===== src/rtl/mul_z_capture_if.sv =====
// Operand/product bundle between the datapath, the Booth multiplier and mul_z_capture.
// The z_ovf signal exists only when MUL_Z_OVF_EN is defined.
interface mul_z_capture_if;
   logic        start;
   logic [31:0] a_in;
   logic [31:0] b_in;
   logic [31:0] mul_a;
   logic [31:0] mul_b;
   logic [63:0] mul_p;
   logic        busy;
   logic        done;
   logic [31:0] zhi;
   logic [31:0] zlo;
   logic        z_zero;
   logic        z_neg;
`ifdef MUL_Z_OVF_EN
   logic        z_ovf;
`endif

   modport master (
      output start, a_in, b_in, mul_p,
      input  mul_a, mul_b, busy, done,
      input  zhi, zlo, z_zero, z_neg
`ifdef MUL_Z_OVF_EN
      , input z_ovf
`endif
   );

   modport slave (
      input  start, a_in, b_in, mul_p,
      output mul_a, mul_b, busy, done,
      output zhi, zlo, z_zero, z_neg
`ifdef MUL_Z_OVF_EN
      , output z_ovf
`endif
   );
endinterface


===== src/rtl/mul_z_capture.sv =====
// Sequencer around the combinational Booth multiplier: latch, settle, capture into ZHI/ZLO.
// Optional z_ovf flag (product does not fit in 32-bit signed) enabled by MUL_Z_OVF_EN.
module mul_z_capture #(
   parameter int SETTLE_CYCLES = 2
) (
   input  logic             clk,
   input  logic             clr,
   mul_z_capture_if.slave   bus
);

   typedef enum logic [1:0] {
      S_IDLE,
      S_SETTLE,
      S_DONE
   } state_t;

   localparam logic [3:0] CNT_LOAD = 4'(SETTLE_CYCLES - 1);

   state_t      r_state;
   logic [3:0]  r_cnt;
   logic [31:0] r_mul_a;
   logic [31:0] r_mul_b;
   logic [31:0] r_zhi;
   logic [31:0] r_zlo;
   logic        r_z_zero;
   logic        r_z_neg;
   logic        r_busy;
   logic        r_done;
   logic        w_accept;
`ifdef MUL_Z_OVF_EN
   logic        r_z_ovf;
   logic        w_ovf;

   // Top 33 bits must be a pure sign extension for the result to fit in 32 bits
   assign w_ovf = (|bus.mul_p[63:31]) & ~(&bus.mul_p[63:31]);
   assign bus.z_ovf = r_z_ovf;
`endif

   // A new request is taken from IDLE or directly from DONE (no bubble)
   assign w_accept = bus.start &&
                     (r_state == S_IDLE || r_state == S_DONE);

   always_ff @(posedge clk or posedge clr) begin
      if (clr) begin
         r_state  <= S_IDLE;
         r_cnt    <= 4'd0;
         r_mul_a  <= 32'd0;
         r_mul_b  <= 32'd0;
         r_zhi    <= 32'd0;
         r_zlo    <= 32'd0;
         r_z_zero <= 1'b0;
         r_z_neg  <= 1'b0;
         r_busy   <= 1'b0;
         r_done   <= 1'b0;
`ifdef MUL_Z_OVF_EN
         r_z_ovf  <= 1'b0;
`endif
      end else begin
         r_done <= 1'b0;
         case (r_state)
            S_IDLE, S_DONE: begin
               if (w_accept) begin
                  r_mul_a <= bus.a_in;
                  r_mul_b <= bus.b_in;
                  r_cnt   <= CNT_LOAD;
                  r_busy  <= 1'b1;
                  r_state <= S_SETTLE;
               end else begin
                  r_busy  <= 1'b0;
                  r_state <= S_IDLE;
               end
            end
            S_SETTLE: begin
               if (r_cnt != 4'd0) begin
                  r_cnt <= r_cnt - 4'd1;
               end else begin
                  r_zhi    <= bus.mul_p[63:32];
                  r_zlo    <= bus.mul_p[31:0];
                  r_z_zero <= (bus.mul_p == 64'd0);
                  r_z_neg  <= bus.mul_p[63];
`ifdef MUL_Z_OVF_EN
                  r_z_ovf  <= w_ovf;
`endif
                  r_busy   <= 1'b0;
                  r_done   <= 1'b1;
                  r_state  <= S_DONE;
               end
            end
            default: begin
               r_busy  <= 1'b0;
               r_state <= S_IDLE;
            end
         endcase
      end
   end

   assign bus.mul_a  = r_mul_a;
   assign bus.mul_b  = r_mul_b;
   assign bus.busy   = r_busy;
   assign bus.done   = r_done;
   assign bus.zhi    = r_zhi;
   assign bus.zlo    = r_zlo;
   assign bus.z_zero = r_z_zero;
   assign bus.z_neg  = r_z_neg;

endmodule


===== src/flat_wrapper.sv =====
// flat-port wrapper written by rule: the top's interface ports become plain ports
module mul_z_capture_flat 
#(
   parameter int SETTLE_CYCLES = 2
)
  (clk, clr, bus_start, bus_a_in, bus_b_in, bus_mul_p, bus_mul_a, bus_mul_b, bus_busy, bus_done, bus_zhi, bus_zlo, bus_z_zero, bus_z_neg);
  mul_z_capture_if bus_i ();
  input  logic clk;
  input  logic clr;
  input wire logic [$bits(bus_i.start)-1:0] bus_start;
  input wire logic [$bits(bus_i.a_in)-1:0] bus_a_in;
  input wire logic [$bits(bus_i.b_in)-1:0] bus_b_in;
  input wire logic [$bits(bus_i.mul_p)-1:0] bus_mul_p;
  output wire logic [$bits(bus_i.mul_a)-1:0] bus_mul_a;
  output wire logic [$bits(bus_i.mul_b)-1:0] bus_mul_b;
  output wire logic [$bits(bus_i.busy)-1:0] bus_busy;
  output wire logic [$bits(bus_i.done)-1:0] bus_done;
  output wire logic [$bits(bus_i.zhi)-1:0] bus_zhi;
  output wire logic [$bits(bus_i.zlo)-1:0] bus_zlo;
  output wire logic [$bits(bus_i.z_zero)-1:0] bus_z_zero;
  output wire logic [$bits(bus_i.z_neg)-1:0] bus_z_neg;
  assign bus_i.start = bus_start;
  assign bus_i.a_in = bus_a_in;
  assign bus_i.b_in = bus_b_in;
  assign bus_i.mul_p = bus_mul_p;
  assign bus_mul_a = bus_i.mul_a;
  assign bus_mul_b = bus_i.mul_b;
  assign bus_busy = bus_i.busy;
  assign bus_done = bus_i.done;
  assign bus_zhi = bus_i.zhi;
  assign bus_zlo = bus_i.zlo;
  assign bus_z_zero = bus_i.z_zero;
  assign bus_z_neg = bus_i.z_neg;
  mul_z_capture #(.SETTLE_CYCLES(SETTLE_CYCLES)) u_core (.clk(clk), .clr(clr), .bus(bus_i));
endmodule

===== config.mk =====
export PLATFORM = sky130hd
export DESIGN_NAME = mul_z_capture_flat
export DESIGN_NICKNAME = d
export VERILOG_FILES = /design/src/rtl/mul_z_capture_if.sv /design/src/rtl/mul_z_capture.sv /design/src/flat_wrapper.sv
export SDC_FILE = /design/constraint.sdc
export NUM_CORES = 1
export LEC_CHECK = 0
export BUFFER_PORTS_ARGS = -buffer_cell sky130_fd_sc_hd__buf_2
export CELL_PAD_IN_SITES_DETAIL_PLACEMENT = 2
export CELL_PAD_IN_SITES_GLOBAL_PLACEMENT = 2
export CORE_ASPECT_RATIO = 1.1
export CORE_MARGIN = 10
export CORE_UTILIZATION = 24
export DETAILED_ROUTE_END_ITERATION = 12
export HOLD_SLACK_MARGIN = 0.05
export PLACE_DENSITY = 0.73
export SLEW_MARGIN = 20
export SYNTH_ARGS = -nofsm -noshare
export SYNTH_HDL_FRONTEND = slang
export SYNTH_SLANG_ARGS = --single-unit

===== constraint.sdc =====
create_clock -name clk -period 3.9 [get_ports clk]
set_input_delay 0.195 -clock clk [delete_from_list [all_inputs] [get_ports clk]]
set_output_delay 0.195 -clock clk [all_outputs]
set_load 0.02 [all_outputs]

Word-level counts from Yosys, hierarchy flattened
Index checks and enable logic that the tools add are counted.
{ "word_totals": {"output_inout_bits": 132, "reg_bits": 138, "elab_cells": 38, "input_bits": 131} }
{ "classes": {"addsub": 1, "bitwise": 1, "n_reduce_logical": 10, "n_eq_ne": 5, "n_mux": 11} }
{ "op_table": {"columns": ["cell", "n"], "rows": [
  ["64-bit logical NOT", 1],
  ["4-bit two-way mux", 2],
  ["4-bit one-hot mux with 2 select lines", 1],
  ["1-bit two-way mux", 5],
  ["2-bit by 1-bit inequality test with 1-bit output (second input constant)", 2],
  ["2-bit one-hot mux with 2 select lines", 1],
  ["2-bit AND reduction", 2],
  ["4-bit nonzero test", 1],
  ["4-bit by 1-bit subtractor with 4-bit output (second input constant)", 1],
  ["3-bit AND reduction", 1],
  ["2-bit by 1-bit == test with 1-bit output (second input constant)", 1],
  ["2-bit == test (second input constant)", 1],
  ["2-bit logical NOT", 1],
  ["2-bit two-way mux", 1],
  ["2-bit inequality test (second input constant)", 1],
  ["1-bit one-hot mux with 2 select lines", 1],
  ["2-bit nonzero test", 1],
  ["2-bit OR reduction", 1],
  ["1-bit logical AND", 1],
  ["1-bit logical OR", 1],
  ["1-bit inverter", 1]
]} }

Longest topological paths before layout
{ "logic_depth": {"ltp_word": 5, "ltp_mapped": 9} }

Worst setup path before layout
Ideal clock, no wire load.
{ "synth_path": {"kind": "register to register", "start": "reg u_core.r_cnt[0]", "end": "reg u_core.r_zhi[10], in the netlist u_core.bus.zhi[10]", "stages_incl_launch_ff": 9, "setup_time_ns": 0.065, "t_arrival_ns": 1.467, "slack_ns": 2.367, "required_time_ns": 3.835, "n_path_buf": 2, "cell_sequence": "dfrtp_1 -> inv_1 -> ha_1 -> nor3b_2 -> nand2_1 -> buf_2 -> clkbuf_1 -> nand2_1 -> nand2_1"} }
{ "synth_via": {"elab_chain_len": 3} }
{ "synth_lines": {"columns": ["element", "line", "rtl"], "rows": [
  ["from (decl)", "mul_z_capture.sv:20", "logic [3:0] r_cnt;"],
  ["from (signal assigned)", "mul_z_capture.sv:75", "r_cnt <= r_cnt - 4'd1;"],
  ["4-bit nonzero test", "mul_z_capture.sv:74", "if (r_cnt != 4'd0) begin"],
  ["1-bit inverter (no source line)", null, null],
  ["2-bit AND reduction (no source line)", null, null],
  ["to (signal assigned)", "mul_z_capture.sv:77", "r_zhi <= bus.mul_p[63:32];"],
  ["to (decl)", "mul_z_capture.sv:23", "logic [31:0] r_zhi;"]
]} }
Every way passes these cells.
A chain may end at the register's enable or synchronous reset.

Worst setup path after layout
{ "layout_path": {"start": "in bus_mul_p[61]", "end": "reg u_core.r_z_zero, in the netlist u_core.bus.z_zero"} }
{ "layout_via": {"elab_chain_len": 1} }
{ "layout_lines": {"columns": ["element", "line", "rtl"], "rows": [
  ["from (decl)", "flat_wrapper.sv:13", "input wire logic [$bits(bus_i.mul_p)-1:0] bus_mul_p;"],
  ["64-bit logical NOT", "mul_z_capture.sv:79", "r_z_zero <= (bus.mul_p == 64'd0);"],
  ["to (signal assigned)", "mul_z_capture.sv:79", null],
  ["to (decl)", "mul_z_capture.sv:25", "logic r_z_zero;"]
]} }
Every way passes these cells.

==> impl_metrics.ini <==
[run_status]
status = complete, no violations

[synthesis]
synth_xor_area_share_pct = 0.331
synthesis.nets = 599
synth.area.mux_share_pct = 13.8
synth.avg_cell_area_um2 = 11.4
synthSimpleGateAreaFrac_pct = 17.9
synth.distinct_cells = 25
synth_seq_cells = 137
synth_top_family_by_area = simple AND/OR/NAND/NOR gates
synth_fa_ha_area_share_pct = 0.472
synthCells = 466
synth-compound-area-share_pct = 0.331
syn-cell-area_um2 = 5300
ys_seq_area_share_pct = 64.7
ys_warn_count = 0

[die]
dieWidth_um = 162
coreArea_um2 = 21500
fp.dieH_um = 176
row_count = 56
start_util_pct = 24.6
io_pins = 263
die_area_um2 = 28400

[min_path]
min_from = bus_a_in[20]
hold_depth = 2
min_to = u_core.bus.mul_a[20]
hold_class = input port to flip-flop

[timing]
finClkSkew_ps = 10.4
fin_crit_ps = 2180
relSlewSlack_pct = 38.4
hold_viol = 0
setup_tns_ps = 0
rsz0062_at_grt = no
drv_slew = 0
setup_viol = 0
period_share_pct = 55.8
worst_slew_pin_slew_ps = 923
fmax_ghz = 0.459

[worst_setup_path]
r2r_cells = 8
cp.required_ps = 4230
cp_max_fo = 2
path_cells = dlygate4sd3_1 -> buf_2 -> nor4_1 -> nand4_1 -> or4_1 -> o21ai_1
r2r_setup_slack_ps = 1780
r2r_end = u_core.bus.zhi[29]
slowest_stage = nor4_1
endpoint_kind = flip-flop
crit_type = input port to flip-flop
cpPeakStageDelay_ps = 660
path_depth = 6
crit_arrival_ps = 2510
cp_top_family = simple AND/OR/NAND/NOR gates
start_kind = input port
r2r-start = u_core.r_cnt[0]
critPathBufInv = 2

[detailed_routing]
drc_errors = 0
ant_nets = 0
drt_iter0_markers = 180
wl_per_cell_um = 21.9
drtPass1Iterations = 4
vias_per_cell = 4.32
wl_mm = 25.4
num_vias = 5022

[cells_and_area]
final_cells = 1163
nets = 991
layout_common_cells = 262 x buf_2, 193 x nand2_1, 137 x dfrtp_1
layout-drive-gt1-share_pct = 42.7
area_growth_pct = 66.6
post-route-util_pct = 41.0
final_common_cell = buf_2

[power]
power.density_nw_per_um2 = 862
p_leak_uw = 0.00446
ir_worst_vdd_mv = 0.261

[placement]
gp_congestion = 0.753
place_inst = 1001
hpwl_mm = 15.3
port_buffers = 262

[clock_tree]
htree_levels = 4
cts_setup_buffers = 0
cts-root-buf = clkbuf_16
clkSlewWorstSetupHoldPaths_ps = 60
clock_sinks = 137
cts_tree = yes
cts_buffer_depth = 2
clock_latency_ps = 420
cts_buffers = 17
hold_buffers = 128
cts-resized-gates = 0

[run]
cap_violations = 0

[global_routing]
grt_antenna_before_repair = 2
grt_pass1_vias = 5966
grt_usage_pct = 17.8
grt_max_degree = 100
overflow = 0
grt_pass1_wl_mm = 38.8
## registers in the layout, indices dropped and copies added, names as in the netlist, 2 cells and up
name,cells
u_core.bus.mul_b,32
u_core.bus.mul_a,32
u_core.bus.zlo,32
u_core.r_cnt,4
u_core.bus.zhi,31
u_core.r_state,2
## how the worst max path moves through the flow
stage	from	end
5_1_grt	u_core.r_cnt[0]	u_core.bus.zhi[29]
4_1_cts	bus_mul_p[61]	u_core.bus.z_zero
3_5_place_dp	bus_mul_p[61]	u_core.bus.z_zero
2_1_floorplan	clr	u_core.bus.busy
6_report	bus_mul_p[61]	u_core.bus.z_zero
3_3_place_gp	bus_mul_p[61]	u_core.bus.z_zero
## power by group
group / switching (uW) / internal [uW]
clock network: 694 / 1030
registers: 441 / 2140
logic: 2130 / 1170
total: 3270 / 4340
## stage by stage
stage / hold WS [ps] / power [uW] / cell area, um2 / setup slack (ps)
final: 110 / 7610 / 8820 / 1720
after global routing: 72.8 / 8100 / 8820 / 1560
after CTS: 55.9 / 7540 / 8820 / 1540
after detailed placement: 407 / 5670 / 6920 / 1670
after global placement: 403 / 5560 / 6920 / 1700
after floorplan: 300 / 4400 / 5300 / 37.2
## cell families (layout without fill, tap and decap cells)
logic type,count (synthesis),in the layout
AND/OR/NAND/NOR,229,229
flip-flops,137,137
multiplexers,65,65
buffers and inverters,28,433
AO/OA/AOI/OAI,3,3
adder cells (fa/ha/maj),2,2
XOR/XNOR,2,2
other,0,2
## Yosys cell counts
cell type  number  share of area [%]
a21o_1          1               0.14
a21oi_1         1              0.094
buf_1           1              0.071
buf_2          15                1.4
buf_4           1               0.14
clkbuf_1        6               0.43
dfrtp_1       137                 65
ha_1            2               0.47
inv_1           5               0.35
mux2_2         65                 14
nand2_1       194                 14
nand2b_1        1               0.12
nand3_1         2               0.19
nand4_1         4               0.47
nor2_1          4               0.28
nor2b_1         2               0.24
nor3_1          2               0.19
nor3b_2         1               0.24
nor4_1         15                1.8
nor4_2          1               0.24
o21ai_1         1              0.094
or2_2           1               0.12
or3b_2          1               0.17
or4_1           1               0.14
xor2_1          2               0.33
## worst reg2reg max path: cells and delay by family (launching register included)
family / cells / cell delay, ps
fa+ha+maj: 1 / 170
simple gates: 4 / 460
flops: 1 / 410
buf+inv: 3 / 1020
## cell type report
type	instances	area (um2)
multi-input combinational	301	1750
timing repair buffer	396	2640
antenna	2	5.00
tap	290	363
inverter	5	23.8
fill	2297	12700
sequential	137	3430
clock inverter	14	188
clock buffer	18	429
## per-layer routing
metal | track usage [%] | share of wire (%) | vias to the layer above | routed length, um
li1 | - | - | 2301 | -
met1 | 20.6 | 42 | 2508 | 10800
met2 | 31.2 | 50 | 200 | 12800
met3 | 5.87 | 6.5 | 13 | 1650
met4 | 3.87 | 0.88 | 0 | 223
met5 | 0 | 0 | - | 0
Note: power is estimated with default switching activity, not from simulation.
